### config.mk
export PLATFORM = sky130hd
export DESIGN_NAME = flash_arbiter_flat
export DESIGN_NICKNAME = d
export VERILOG_FILES = /design/src/rtl/flash_arbiter_if.sv /design/src/rtl/flash_arbiter.sv /design/src/flat_wrapper.sv
export SDC_FILE = /design/constraint.sdc
export NUM_CORES = 1
export LEC_CHECK = 0
export ABC_CLOCK_PERIOD_IN_PS = 2800
export CORE_AREA = 3 3 107 109
export CTS_CLUSTER_DIAMETER = 50
export DETAILED_ROUTE_END_ITERATION = 8
export DIE_AREA = 0 0 110 112
export PLACE_DENSITY = 0.78
export SYNTH_ARGS = -nofsm -noshare
export SYNTH_HDL_FRONTEND = slang
export SYNTH_SLANG_ARGS = --single-unit
### constraint.sdc
create_clock -name clk -period 2.8 [get_ports clk]
set_input_delay 0.56 -clock clk [delete_from_list [all_inputs] [get_ports clk]]
set_output_delay 0.56 -clock clk [all_outputs]
set_load 0.03 [all_outputs]
### src/rtl/flash_arbiter_if.sv
// rtl/flash_arbiter_if.sv - requester, response and flash command signals of the flash arbiter
interface flash_arbiter_if;
    logic        p0_req;
    logic [23:0] p0_addr;
    logic        p0_ack;
    logic        p0_done;
    logic        p1_req;
    logic        p1_write;
    logic [23:0] p1_addr;
    logic [31:0] p1_wdata;
    logic        p1_ack;
    logic        p1_done;
    logic [31:0] rsp_data;
    logic        rsp_err;
    logic        flash_en;
    logic        flash_write;
    logic [23:0] flash_addr;
    logic [31:0] flash_wdata;
    logic [31:0] flash_rdata;
    logic        flash_ready;
    logic        busy;

    // Arbiter side
    modport slave (
        input  p0_req, p0_addr, p1_req, p1_write, p1_addr, p1_wdata, flash_rdata, flash_ready,
        output p0_ack, p0_done, p1_ack, p1_done, rsp_data, rsp_err,
        output flash_en, flash_write, flash_addr, flash_wdata, busy
    );

    // Requesters and flash controller side
    modport master (
        output p0_req, p0_addr, p1_req, p1_write, p1_addr, p1_wdata, flash_rdata, flash_ready,
        input  p0_ack, p0_done, p1_ack, p1_done, rsp_data, rsp_err,
        input  flash_en, flash_write, flash_addr, flash_wdata, busy
    );
endinterface

### src/rtl/flash_arbiter.sv
// rtl/flash_arbiter.sv - two-port round-robin arbiter in front of an SPI flash controller
module flash_arbiter #(
    parameter int TIMEOUT_CYCLES = 65535,
    parameter int GAP_CYCLES     = 2
) (
    input  logic            clk,
    input  logic            reset_n,
    flash_arbiter_if.slave  bus
);
    localparam logic [16:0] TO_LIMIT  = 17'(TIMEOUT_CYCLES);
    localparam int          GW        = $clog2(GAP_CYCLES + 1);
    localparam logic [GW-1:0] GAP_LIMIT = GW'(GAP_CYCLES);

    typedef enum logic [1:0] {S_IDLE, S_WAIT, S_GAP} state_t;

    state_t        r_state;
    logic          r_last;
    logic          r_owner;
    logic [16:0]   r_cnt;
    logic [GW-1:0] r_gap;
    logic          r_ack0, r_ack1, r_done0, r_done1;
    logic          r_en, r_write, r_rsp_err, r_busy;
    logic [23:0]   r_addr;
    logic [31:0]   r_wdata, r_rsp_data;

    // Port 1 wins when it asks alone, or on a tie when port 0 had the last grant
    wire w_pick1   = bus.p1_req && (!bus.p0_req || !r_last);
    wire w_any     = bus.p0_req || bus.p1_req;
    wire w_timeout = (r_cnt == TO_LIMIT);

    always_ff @(posedge clk) begin
        if (!reset_n) begin
            r_state    <= S_IDLE;
            r_last     <= 1'b1;
            r_owner    <= 1'b0;
            r_cnt      <= '0;
            r_gap      <= '0;
            r_ack0     <= 1'b0;
            r_ack1     <= 1'b0;
            r_done0    <= 1'b0;
            r_done1    <= 1'b0;
            r_en       <= 1'b0;
            r_write    <= 1'b0;
            r_addr     <= '0;
            r_wdata    <= '0;
            r_rsp_data <= '0;
            r_rsp_err  <= 1'b0;
            r_busy     <= 1'b0;
        end else begin
            r_ack0  <= 1'b0;
            r_ack1  <= 1'b0;
            r_done0 <= 1'b0;
            r_done1 <= 1'b0;
            case (r_state)
                S_IDLE: begin
                    if (w_any) begin
                        r_owner <= w_pick1;
                        r_last  <= w_pick1;
                        r_ack0  <= !w_pick1;
                        r_ack1  <= w_pick1;
                        r_en    <= 1'b1;
                        r_write <= w_pick1 && bus.p1_write;
                        r_addr  <= w_pick1 ? bus.p1_addr : bus.p0_addr;
                        r_wdata <= w_pick1 ? bus.p1_wdata : 32'd0;
                        r_cnt   <= '0;
                        r_busy  <= 1'b1;
                        r_state <= S_WAIT;
                    end
                end
                S_WAIT: begin
                    // flash_ready takes precedence over a coincident timeout
                    if (bus.flash_ready || w_timeout) begin
                        r_en       <= 1'b0;
                        r_done0    <= !r_owner;
                        r_done1    <= r_owner;
                        r_rsp_err  <= !bus.flash_ready;
                        r_rsp_data <= (bus.flash_ready && !r_write) ? bus.flash_rdata : 32'd0;
                        r_gap      <= GW'(1);
                        r_state    <= S_GAP;
                    end else begin
                        r_cnt <= r_cnt + 17'd1;
                    end
                end
                S_GAP: begin
                    if (r_gap >= GAP_LIMIT) begin
                        r_busy  <= 1'b0;
                        r_state <= S_IDLE;
                    end else begin
                        r_gap <= r_gap + GW'(1);
                    end
                end
                default: begin
                    r_busy  <= 1'b0;
                    r_state <= S_IDLE;
                end
            endcase
        end
    end

    assign bus.p0_ack      = r_ack0;
    assign bus.p1_ack      = r_ack1;
    assign bus.p0_done     = r_done0;
    assign bus.p1_done     = r_done1;
    assign bus.rsp_data    = r_rsp_data;
    assign bus.rsp_err     = r_rsp_err;
    assign bus.flash_en    = r_en;
    assign bus.flash_write = r_write;
    assign bus.flash_addr  = r_addr;
    assign bus.flash_wdata = r_wdata;
    assign bus.busy        = r_busy;
endmodule

### src/flat_wrapper.sv
// flat-port wrapper written by rule: the top's interface ports become plain ports
module flash_arbiter_flat 
#(
    parameter int TIMEOUT_CYCLES = 65535,
    parameter int GAP_CYCLES     = 2
)
  (clk, reset_n, bus_p0_req, bus_p0_addr, bus_p1_req, bus_p1_write, bus_p1_addr, bus_p1_wdata, bus_flash_rdata, bus_flash_ready, bus_p0_ack, bus_p0_done, bus_p1_ack, bus_p1_done, bus_rsp_data, bus_rsp_err, bus_flash_en, bus_flash_write, bus_flash_addr, bus_flash_wdata, bus_busy);
  flash_arbiter_if bus_i ();
  input  logic clk;
  input  logic reset_n;
  input wire logic [$bits(bus_i.p0_req)-1:0] bus_p0_req;
  input wire logic [$bits(bus_i.p0_addr)-1:0] bus_p0_addr;
  input wire logic [$bits(bus_i.p1_req)-1:0] bus_p1_req;
  input wire logic [$bits(bus_i.p1_write)-1:0] bus_p1_write;
  input wire logic [$bits(bus_i.p1_addr)-1:0] bus_p1_addr;
  input wire logic [$bits(bus_i.p1_wdata)-1:0] bus_p1_wdata;
  input wire logic [$bits(bus_i.flash_rdata)-1:0] bus_flash_rdata;
  input wire logic [$bits(bus_i.flash_ready)-1:0] bus_flash_ready;
  output wire logic [$bits(bus_i.p0_ack)-1:0] bus_p0_ack;
  output wire logic [$bits(bus_i.p0_done)-1:0] bus_p0_done;
  output wire logic [$bits(bus_i.p1_ack)-1:0] bus_p1_ack;
  output wire logic [$bits(bus_i.p1_done)-1:0] bus_p1_done;
  output wire logic [$bits(bus_i.rsp_data)-1:0] bus_rsp_data;
  output wire logic [$bits(bus_i.rsp_err)-1:0] bus_rsp_err;
  output wire logic [$bits(bus_i.flash_en)-1:0] bus_flash_en;
  output wire logic [$bits(bus_i.flash_write)-1:0] bus_flash_write;
  output wire logic [$bits(bus_i.flash_addr)-1:0] bus_flash_addr;
  output wire logic [$bits(bus_i.flash_wdata)-1:0] bus_flash_wdata;
  output wire logic [$bits(bus_i.busy)-1:0] bus_busy;
  assign bus_i.p0_req = bus_p0_req;
  assign bus_i.p0_addr = bus_p0_addr;
  assign bus_i.p1_req = bus_p1_req;
  assign bus_i.p1_write = bus_p1_write;
  assign bus_i.p1_addr = bus_p1_addr;
  assign bus_i.p1_wdata = bus_p1_wdata;
  assign bus_i.flash_rdata = bus_flash_rdata;
  assign bus_i.flash_ready = bus_flash_ready;
  assign bus_p0_ack = bus_i.p0_ack;
  assign bus_p0_done = bus_i.p0_done;
  assign bus_p1_ack = bus_i.p1_ack;
  assign bus_p1_done = bus_i.p1_done;
  assign bus_rsp_data = bus_i.rsp_data;
  assign bus_rsp_err = bus_i.rsp_err;
  assign bus_flash_en = bus_i.flash_en;
  assign bus_flash_write = bus_i.flash_write;
  assign bus_flash_addr = bus_i.flash_addr;
  assign bus_flash_wdata = bus_i.flash_wdata;
  assign bus_busy = bus_i.busy;
  flash_arbiter #(.TIMEOUT_CYCLES(TIMEOUT_CYCLES), .GAP_CYCLES(GAP_CYCLES)) u_core (.clk(clk), .reset_n(reset_n), .bus(bus_i));
endmodule
==> results.sh <==
export IMPL_drv_slew=0
export IMPL_leakage_uw=0.00276
export IMPL_drive_gt1_share_pct=7.28
export IMPL_drc=0
export IMPL_htree_levels=4
export IMPL_coreArea_um2=10700
export IMPL_fin_tns_setup_ns=0
export IMPL_syn_area_um2=4130
export IMPL_clk_pin_slew_worst_paths_ns=0.06
export IMPL_drtIter0Drc=280
export IMPL_yosysSeqAreaShare_pct=57.7
export IMPL_grt_first_pass_wirelength_um=19600
export IMPL_totalPowerFinal_uw=4640
export IMPL_hold_path_class="flip-flop to flip-flop"
export IMPL_start_kind="flip-flop"
export IMPL_ys_ff_latch=119
export IMPL_clk_latency_ns=0.51
export IMPL_cp_end_kind="flip-flop"
export IMPL_max_freq_ghz=0.391
export IMPL_routabilityCongestion=0.870
export IMPL_timing_hold_ws_ns=0.475
export IMPL_synth_top_area_share_pct=57.7
export IMPL_root_buffer="clkbuf_8"
export IMPL_syn_nets=499
export IMPL_pre_cts_ws_ns=0.255
export IMPL_firstDrtPassIters=6
export IMPL_cap_violations=0
export IMPL_ios=214
export IMPL_cts_buffers=17
export IMPL_ir_worst_vdd_v=0.000342
export IMPL_hold_buffers=0
export IMPL_skew_ns=0.0116
export IMPL_cts_sinks=119
export IMPL_yosys_warnings=0
export IMPL_viasPerCell=5.26
export IMPL_routedWlPerCell_um=16.7
export IMPL_die_x_um=110
export IMPL_start_util_pct=38.6
export IMPL_synthMuxAreaShare_pct=0.485
export IMPL_synthToLayoutAreaGrowth_pct=68.6
export IMPL_synth_simple_area_share_pct=8.69
export IMPL_diodes=0
export IMPL_fin_ws_ns=0.244
export IMPL_synth_fa_ha_area_share_pct=0.909
export IMPL_syn_avg_cell_area_um2=10.9
export IMPL_power_density_nw_per_um2=667
export IMPL_worstPathArrival_ns=2.95
export IMPL_synth_compound_area_share_pct=26.4
export IMPL_num_rows=38
export IMPL_synth_edf_count=0
export IMPL_drt_wl_total_um=12400
export IMPL_synth_xor_area_share_pct=0.212
export IMPL_synth_area_leader_cell="dfxtp_1"
export IMPL_grt_overflow_total=0
export IMPL_grt_max_degree=63
export IMPL_clk_path_buf_depth=2
export IMPL_max_slew_worst_pin_slew_ns=0.835
export IMPL_io_buffers=213
export IMPL_vias=3912
export IMPL_final_nets=712
export IMPL_fin_crit_ns=2.56
export IMPL_hpwl_um=8750
export IMPL_fin_util_pct=65.1
export IMPL_cts_resized_gates=0
export IMPL_outcome="finished, final reports clean"
export IMPL_cts_tree="yes"
export IMPL_drtAntennaViolNets=0
export IMPL_synth_top_family_by_area="compound AO/OA/AOI/OAI gates"
export IMPL_setup_viol=0
export IMPL_dieHeight_um=112
export IMPL_hold_viol=0
export IMPL_synth_ff_type="dfxtp_1"
export IMPL_post_cts_buffers=0
export IMPL_synth_cell_types=42
export IMPL_slew_headroom_pct=43.8
export IMPL_synth_area_leaders="dfxtp_1 58%, a22o_1 14%, a222oi_1 5.8%"
export IMPL_required_ns=3.20
export IMPL_grtUsageTotal_pct=20.2
export IMPL_period_share_pct=91.3
export IMPL_grt_pass1_vias=3843
export IMPL_syn_inst=378
export IMPL_antenna_found_initial=0
export IMPL_crit_type="flip-flop to flip-flop"
export IMPL_grt_setup_unrepaired="false"
export IMPL_path_max_fanout=33
export IMPL_synthArstFlopShare_pct=0
export IMPL_dieArea_um2=12300
-- synthesized netlist by cell type (6+ instances only) --
cell type	number
a22o_1	65
inv_1	33
a222oi_1	24
nor2_1	12
or4_1	7
o31ai_1	7
a21oi_1	17
nand3_1	7
dfxtp_1	119
clkbuf_1	17
buf_2	6
nand2_1	14
-- metal layers --
layer	GRT usage, %	share of wire [%]	vias up
li1	-	-	1869
met1	23.4	40	1871
met2	33.7	50	161
met3	7.83	8.8	11
met4	6.90	0.96	0
met5	0	0	-
-- worst paths after layout --
path | depth (start not counted) | slack (ns) | end | from
worst max-delay path | 9 | 0.24 | u_core.bus.rsp_data[26] | u_core.r_cnt[9]
worst min-delay path | 1 | 0.47 | u_core.bus.p0_done | u_core.r_owner
worst max register to register | 9 | 0.24 | u_core.bus.rsp_data[26] | u_core.r_cnt[9]
worst min register to register | 1 | 0.47 | u_core.bus.p0_done | u_core.r_owner
-- stage by stage --
step	cells	instance area, µm²
floorplan	378	4130
global placement	712	6410
detailed placement	712	6410
CTS	744	6960
global route	744	6960
finish	744	6960
-- report_power, final --
group | total (µW) | internal [µW] | switching (µW)
Clock | 1990 | 1220 | 772
Sequential | 1860 | 1800 | 59.4
Combinational | 790 | 390 | 400
Total | 4640 | 3410 | 1230
-- cell usage in the layout (no fill, tap or decap), types with 3 or more instances in the layout --
| cell type | n |
|---|---|
| nand3_1 | 7 |
| o21ai_0 | 4 |
| buf_4 | 4 |
| clkdlybuf4s50_1 | 213 |
| a21oi_1 | 17 |
| clkbuf_8 | 3 |
| nand2_1 | 14 |
| nor2_1 | 11 |
| nor3_1 | 3 |
| inv_1 | 33 |
| o31ai_1 | 7 |
| dfxtp_1 | 119 |
| nand4_1 | 4 |
| clkbuf_16 | 16 |
| nor4_1 | 4 |
| or4_1 | 7 |
| clkinvlp_4 | 3 |
| ha_1 | 3 |
| a22o_1 | 65 |
| clkinv_2 | 4 |
| a222oi_1 | 24 |
-- critical path: stages, from the launching register on --
cell,delay (ns)
dfxtp_1,0.39
and4_1,0.28
nand4_1,0.17
nor3_1,0.27
ha_1,0.33
nor2_1,0.11
nor2_1,0.33
nor2_2,0.05
buf_4,0.25
a22o_1,0.27
-- sequential cells by signal (all words and copies together) (netlist names) --
register                flops
u_core.bus.p1_ack           1
u_core.bus.busy             1
u_core.bus.flash_en         1
u_core.r_last               1
u_core.bus.p0_ack           1
u_core.r_cnt               17
u_core.bus.rsp_err          1
u_core.bus.flash_wdata     32
u_core.bus.p0_done          1
u_core.bus.rsp_data        32
u_core.r_gap                2
u_core.r_owner              1
u_core.bus.flash_write      1
u_core.bus.p1_done          1
u_core.r_state              2
u_core.bus.flash_addr      24
-- logic make-up after synthesis --
group	Yosys count
AOI/OAI and AO/OA	130
xor gates and xnor gates	1
adders and majority gates	3
buffers and inverters	58
DFF	119
muxes	2
and+or+nand+nor	65
-- cell type report --
class	count	area, µm²
clock buffers	21	449
clock inverters	11	98.8
fillers	841	3730
inverters	33	124
multi-input cells	201	1530
flip-flops and latches	119	2380
well taps	140	175
repair buffers	219	2200
Note: power is estimated with default switching activity, not from simulation.
